[config.mk]
export PLATFORM = sky130hd
export DESIGN_NAME = cdc_fifo_src_arbiter_flat
export DESIGN_NICKNAME = d
export VERILOG_FILES = /design/src/rtl/cdc_fifo_src_arbiter_if.sv /design/src/rtl/cdc_fifo_src_arbiter.sv /design/src/flat_wrapper.sv
export SDC_FILE = /design/constraint.sdc
export NUM_CORES = 1
export LEC_CHECK = 0
export CAP_MARGIN = 0
export CELL_PAD_IN_SITES_DETAIL_PLACEMENT = 1
export CELL_PAD_IN_SITES_GLOBAL_PLACEMENT = 1
export CORE_AREA = 2 2 58 60
export CTS_BUF_LIST = sky130_fd_sc_hd__clkbuf_16
export CTS_CLUSTER_DIAMETER = 120
export DETAILED_ROUTE_END_ITERATION = 7
export DIE_AREA = 0 0 60 62
export PLACE_DENSITY_LB_ADDON = 0.15
export SYNTH_ARGS = -nofsm -noshare
export SYNTH_HDL_FRONTEND = slang
export SYNTH_SLANG_ARGS = --single-unit
[constraint.sdc]
create_clock -name clk_i -period 2.5 [get_ports clk_i]
set_clock_uncertainty 0.1 [all_clocks]
set_input_delay 0.5 -clock clk_i [delete_from_list [all_inputs] [get_ports clk_i]]
set_output_delay 0.5 -clock clk_i [all_outputs]
set_load 0.03 [all_outputs]
[src/rtl/cdc_fifo_src_arbiter_if.sv]
// cdc_fifo_src_arbiter_if: requester, FIFO source and flush handshake signals of the arbiter
interface cdc_fifo_src_arbiter_if #(
  parameter int  NumIn = 4,
  parameter type T     = logic
);
  localparam int IdxWidth = $clog2(NumIn);
  T                    in_data_i [NumIn];
  logic [NumIn-1:0]    in_last_i;
  logic [NumIn-1:0]    in_valid_i;
  logic [NumIn-1:0]    in_ready_o;
  T                    fifo_data_o;
  logic [IdxWidth-1:0] fifo_idx_o;
  logic                fifo_last_o;
  logic                fifo_valid_o;
  logic                fifo_ready_i;
  logic                fifo_clr_o;
  logic                flush_req_i;
  logic                flush_ack_o;
  logic                busy_o;
  modport master (
    input  in_data_i, in_last_i, in_valid_i, fifo_ready_i, flush_req_i,
    output in_ready_o, fifo_data_o, fifo_idx_o, fifo_last_o, fifo_valid_o,
           fifo_clr_o, flush_ack_o, busy_o
  );
  modport slave (
    output in_data_i, in_last_i, in_valid_i, fifo_ready_i, flush_req_i,
    input  in_ready_o, fifo_data_o, fifo_idx_o, fifo_last_o, fifo_valid_o,
           fifo_clr_o, flush_ack_o, busy_o
  );
endinterface

[src/rtl/cdc_fifo_src_arbiter.sv]
// cdc_fifo_src_arbiter: packet round-robin sharing of a CDC FIFO source port with flush sequencing
module cdc_fifo_src_arbiter #(
  parameter  int  NumIn    = 4,
  parameter  type T        = logic,
  localparam int  IdxWidth = $clog2(NumIn)
) (
  input logic clk_i,
  input logic rst_ni,
  cdc_fifo_src_arbiter_if.master bus
);
  typedef enum logic [1:0] {ARB, LOCK, CLEAR, ACK} state_t;
  state_t              state_q;
  logic [IdxWidth-1:0] rr_ptr_q, sel_q, pick, act;
  logic                pick_ok, act_ok, hs;

  function automatic logic [IdxWidth-1:0] wrap_inc(input logic [IdxWidth-1:0] x);
    return (int'(x) == NumIn - 1) ? '0 : x + 1'b1;
  endfunction

  // Round-robin search from rr_ptr_q; descending scan so the nearest valid requester wins
  always_comb begin
    int j;
    j       = 0;
    pick    = '0;
    pick_ok = 1'b0;
    for (int k = NumIn - 1; k >= 0; k--) begin
      j = int'(rr_ptr_q) + k;
      if (j >= NumIn) j -= NumIn;
      if (bus.in_valid_i[IdxWidth'(j)]) begin
        pick    = IdxWidth'(j);
        pick_ok = 1'b1;
      end
    end
    if (bus.flush_req_i) pick_ok = 1'b0;
  end

  // Zero-latency steering of the active requester onto the FIFO source port
  always_comb begin
    act              = (state_q == LOCK) ? sel_q : pick;
    act_ok           = (state_q == LOCK) || (state_q == ARB && pick_ok);
    bus.fifo_valid_o = act_ok && bus.in_valid_i[act];
    bus.fifo_data_o  = act_ok ? bus.in_data_i[act] : '0;
    bus.fifo_last_o  = act_ok && bus.in_last_i[act];
    bus.fifo_idx_o   = act_ok ? act : '0;
    hs               = bus.fifo_valid_o && bus.fifo_ready_i;
    bus.in_ready_o   = '0;
    if (hs) bus.in_ready_o[act] = 1'b1;
    bus.fifo_clr_o   = (state_q == CLEAR);
    bus.flush_ack_o  = (state_q == ACK);
    bus.busy_o       = (state_q != ARB);
  end

  // Grant locking, pointer advance on packet end, and the flush clear/ack sequence
  always_ff @(posedge clk_i or negedge rst_ni) begin
    if (!rst_ni) begin
      state_q  <= ARB;
      rr_ptr_q <= '0;
      sel_q    <= '0;
    end else begin
      case (state_q)
        ARB:
          if (bus.flush_req_i) state_q <= CLEAR;
          else if (pick_ok) begin
            if (hs && bus.fifo_last_o) rr_ptr_q <= wrap_inc(pick);
            else begin
              state_q <= LOCK;
              sel_q   <= pick;
            end
          end
        LOCK:
          if (hs && bus.fifo_last_o) begin
            rr_ptr_q <= wrap_inc(sel_q);
            state_q  <= bus.flush_req_i ? CLEAR : ARB;
          end
        CLEAR: state_q <= ACK;
        default: if (!bus.flush_req_i) state_q <= ARB;
      endcase
    end
  end
endmodule

[src/flat_wrapper.sv]
// flat-port wrapper written by rule: the top's interface ports become plain ports
module cdc_fifo_src_arbiter_flat 
#(
  parameter  int  NumIn    = 4,
  parameter  type T        = logic,
  localparam int  IdxWidth = $clog2(NumIn)
)
  (clk_i, rst_ni, bus_in_data_i, bus_in_last_i, bus_in_valid_i, bus_fifo_ready_i, bus_flush_req_i, bus_in_ready_o, bus_fifo_data_o, bus_fifo_idx_o, bus_fifo_last_o, bus_fifo_valid_o, bus_fifo_clr_o, bus_flush_ack_o, bus_busy_o);
  cdc_fifo_src_arbiter_if #(.NumIn(NumIn), .T(T)) bus_i ();
  input logic clk_i;
  input logic rst_ni;
  input wire logic [$bits(bus_i.in_data_i)-1:0] bus_in_data_i;
  input wire logic [$bits(bus_i.in_last_i)-1:0] bus_in_last_i;
  input wire logic [$bits(bus_i.in_valid_i)-1:0] bus_in_valid_i;
  input wire logic [$bits(bus_i.fifo_ready_i)-1:0] bus_fifo_ready_i;
  input wire logic [$bits(bus_i.flush_req_i)-1:0] bus_flush_req_i;
  output wire logic [$bits(bus_i.in_ready_o)-1:0] bus_in_ready_o;
  output wire logic [$bits(bus_i.fifo_data_o)-1:0] bus_fifo_data_o;
  output wire logic [$bits(bus_i.fifo_idx_o)-1:0] bus_fifo_idx_o;
  output wire logic [$bits(bus_i.fifo_last_o)-1:0] bus_fifo_last_o;
  output wire logic [$bits(bus_i.fifo_valid_o)-1:0] bus_fifo_valid_o;
  output wire logic [$bits(bus_i.fifo_clr_o)-1:0] bus_fifo_clr_o;
  output wire logic [$bits(bus_i.flush_ack_o)-1:0] bus_flush_ack_o;
  output wire logic [$bits(bus_i.busy_o)-1:0] bus_busy_o;
  assign bus_i.in_data_i = {>>{bus_in_data_i}};
  assign bus_i.in_last_i = bus_in_last_i;
  assign bus_i.in_valid_i = bus_in_valid_i;
  assign bus_i.fifo_ready_i = bus_fifo_ready_i;
  assign bus_i.flush_req_i = bus_flush_req_i;
  assign bus_in_ready_o = bus_i.in_ready_o;
  assign bus_fifo_data_o = bus_i.fifo_data_o;
  assign bus_fifo_idx_o = bus_i.fifo_idx_o;
  assign bus_fifo_last_o = bus_i.fifo_last_o;
  assign bus_fifo_valid_o = bus_i.fifo_valid_o;
  assign bus_fifo_clr_o = bus_i.fifo_clr_o;
  assign bus_flush_ack_o = bus_i.flush_ack_o;
  assign bus_busy_o = bus_i.busy_o;
  cdc_fifo_src_arbiter #(.NumIn(NumIn), .T(T)) u_core (.clk_i(clk_i), .rst_ni(rst_ni), .bus(bus_i));
endmodule
==> impl_metrics.yaml <==
grt:
  grt_usage_pct: 22.05
  grt_max_degree: 11
  antenna_found_initial: 0
  grt_pass1_vias: 1283
  grt_pass1_wl_um: 6030
  overflow: 0
synthesis:
  syn_area_um2: 880.8
  synth_seq_area_share_pct: 17.05
  synth_edf_count: 0
  synth_flop_cell: "dfrtp_1"
  yosysTopAreaCell: "dfrtp_1"
  syn-instance-count: 101
  ys_async_sr_fraction_pct: 100.0
  synth_fp_nets: 123
  yosysUniqueCellTypes: 45
  ys_seq_elements: 6
  yosysWarnings: 0
  synth_top_cell_area_share_pct: 17.05
  synth_area_per_cell_um2: 8.721
  ys_top_cells_by_area: "dfrtp_1 (17%), ha_1 (8.5%), mux2_2 (6.4%), nor2_1 (6.0%), mux4_2 (5.1%)"
cts:
  cts_buffers: 3
  cts.sinks: 6
  insertion_delay_ps: 230
  cts_tree: "done"
  holdBufCountCts: 0
  path_clk_slew_ps: 30
  root_buffer: "clkbuf_16"
  htree_levels: 1
  clk_path_buf_depth: 2
finish:
  nets: 210
  multi_input_area_um2: 917.1
  synthToLayoutAreaGrowth_pct: 122.2
  utilization_pct: 61.55
  drive_gt1_share_pct: 68.28
  fill_cells: 353
  ff_latch_area_um2: 152.6
  layout_commonest_cell: "buf_4"
  instances_no_fill: 232
  antennaDiodeCount: 0
  final_cell_mix: "buf_4 (50), buf_6 (18), clkdlybuf4s50_1 (11), nor2_1 (7), nand2_1 (7)"
detailed_routing:
  drt_first_iter_violations: 13
  firstDrtPassIters: 5
  drc_errors: 0
  vias_per_cell: 5.099
  wire_per_inst_um: 17.41
  detail-route-antenna-nets: 0
  wirelength_um: 4040
  vias: 1183
pwr:
  total_power_mw: 2.038
  power.leakage_nw: 0.8775
  p_per_area_mw_per_mm2: 1042
  vdd_drop_max_mv: 0.6412
timing:
  rsz0062_at_grt: "true"
  fin_ws_ps: -198.1
  timing.fmax_ghz: 0.3706
  slew-limit-headroom_pct: 76.16
  finalSetupViolCount: 11
  min_period_ps: 2698
  tightest_slew_ps: 354.6
  hold_violations: 0
  period_share_pct: 107.9
  final.setup.tns_ps: -1032
  drv_slew: 0
  whs_ps: 417.6
floorplan:
  start_util_pct: 27.71
  io_pins: 28
  core_area_mm2: 0.003179
  die_w_um: 60
  die_y_um: 62
  die-area_mm2: 0.003720
  num_rows: 21
place:
  io_buffers: 27
  place_inst: 212
  dp_hpwl_um: 2772
  place.gp.congestion: 0.7548
hold_path:
  hold_class: "in -> async"
critical_path:
  critPathLaunchType: "register"
  crit_path_max_fanout: 4
  worstPathArrival_ps: 2100
  cpPeakStageDelay_ps: 530
  crit_chain: "buf_6, inv_4, ha_4, nor2b_4, nand2_2, or4_4, nand3_4, nor2_4, nor2_4, buf_6"
  worst_path_max_delay_cell: "or4_4"
  path_class: "reg -> out"
  reg2reg_depth: 10
  r2r_start: "u_core.state_q[0]$_DFFE_PN0P_"
  cp.required_ps: 1900
  reg2reg_setup_slack_ps: -130
  r2r-end: "u_core.sel_q[1]$_DFFE_PN0P_"
  crit_path_end_kind: "output pin"
run_status:
  violations: "negative setup slack"
  run_status: "finished, violations left"
job:
  drv_cap: 0
registers in the layout, indices dropped and copies added (netlist names):
name / cells
u_core.rr_ptr_q: 2
u_core.state_q: 2
u_core.sel_q: 2
synth_stat cells (3+ instances only):
cell     count
a21oi_1      3
dfrtp_1      6
nor2_1      14
nand2_1      9
ha_1         6
mux2_2       5
nand3_1      3
nor2b_1      3
inv_1        5
o21ai_0      3
power by group:
part,leakage (nW),internal (mW),switching (mW)
logic,0.768,0.822,0.767
clock network,0.0370,0.205,0.0498
registers,0.0725,0.144,0.0505
total,0.878,1.17,0.868
critical path, delay by kind of cell (launching register included):
kind          cells  cell delay (ps)
fa+ha+maj         1              120
flops             1              400
buf+inv           3              320
simple gates      6             1030
metrics by stage:
stage	instance area, µm²	worst slack [ps]
after global routing	1957	-269.4
after global placement	1534	-923.4
after detailed placement	1534	-999.2
after floorplan	919.6	2.148
final	1957	-198.1
after CTS	1833	-167.8
how the worst max path moves through the flow:
stage	startpoint	end	slack, ps
2_1_floorplan	u_core.state_q[0]$_DFFE_PN0P_	u_core.rr_ptr_q[0]$_DFFE_PN0P_	2
3_3_place_gp	bus_in_valid_i[3]	bus_fifo_data_o	-920
3_5_place_dp	bus_in_valid_i[3]	bus_fifo_data_o	-1000
4_1_cts	u_core.state_q[0]$_DFFE_PN0P_	bus_fifo_last_o	-170
5_1_grt	u_core.state_q[0]$_DFFE_PN0P_	bus_fifo_last_o	-270
6_report	u_core.state_q[0]$_DFFE_PN0P_	bus_fifo_last_o	-200
final cells by class:
class                           count  share of cell area, %
Timing Repair Buffer               85                  37.47
Sequential cell                     6                  7.800
Inverter                            5                  1.087
Clock buffer                        3                  3.836
Multi-Input combinational cell     87                  46.87
Tap cell                           46                  2.941
cell families (layout without fill, tap and decap cells):
family          after synthesis  in the layout  synth area share [%]
buf+inv                       8             93                 3.551
flops                         6              6                 17.05
simple gates                 41             41                 23.72
fa+ha+maj                     6              6                 8.523
compound gates               28             28                 27.84
mux                          12             12                 19.32
routing by layer:
layer	track usage, %	wire length [µm]	up-vias
met5	0	0	-
met4	9.206	97	0
met2	42.24	2260	34
met3	2.692	108	8
met1	24.50	1574	581
li1	-	-	560
what timing repair did:
action                                  CTS  global route
pin swaps                                19            10
setup buffers                            13             4
endpoints found under the setup margin   15            15
gates resized for setup                  88            35
(Power assumes the default switching activity.)
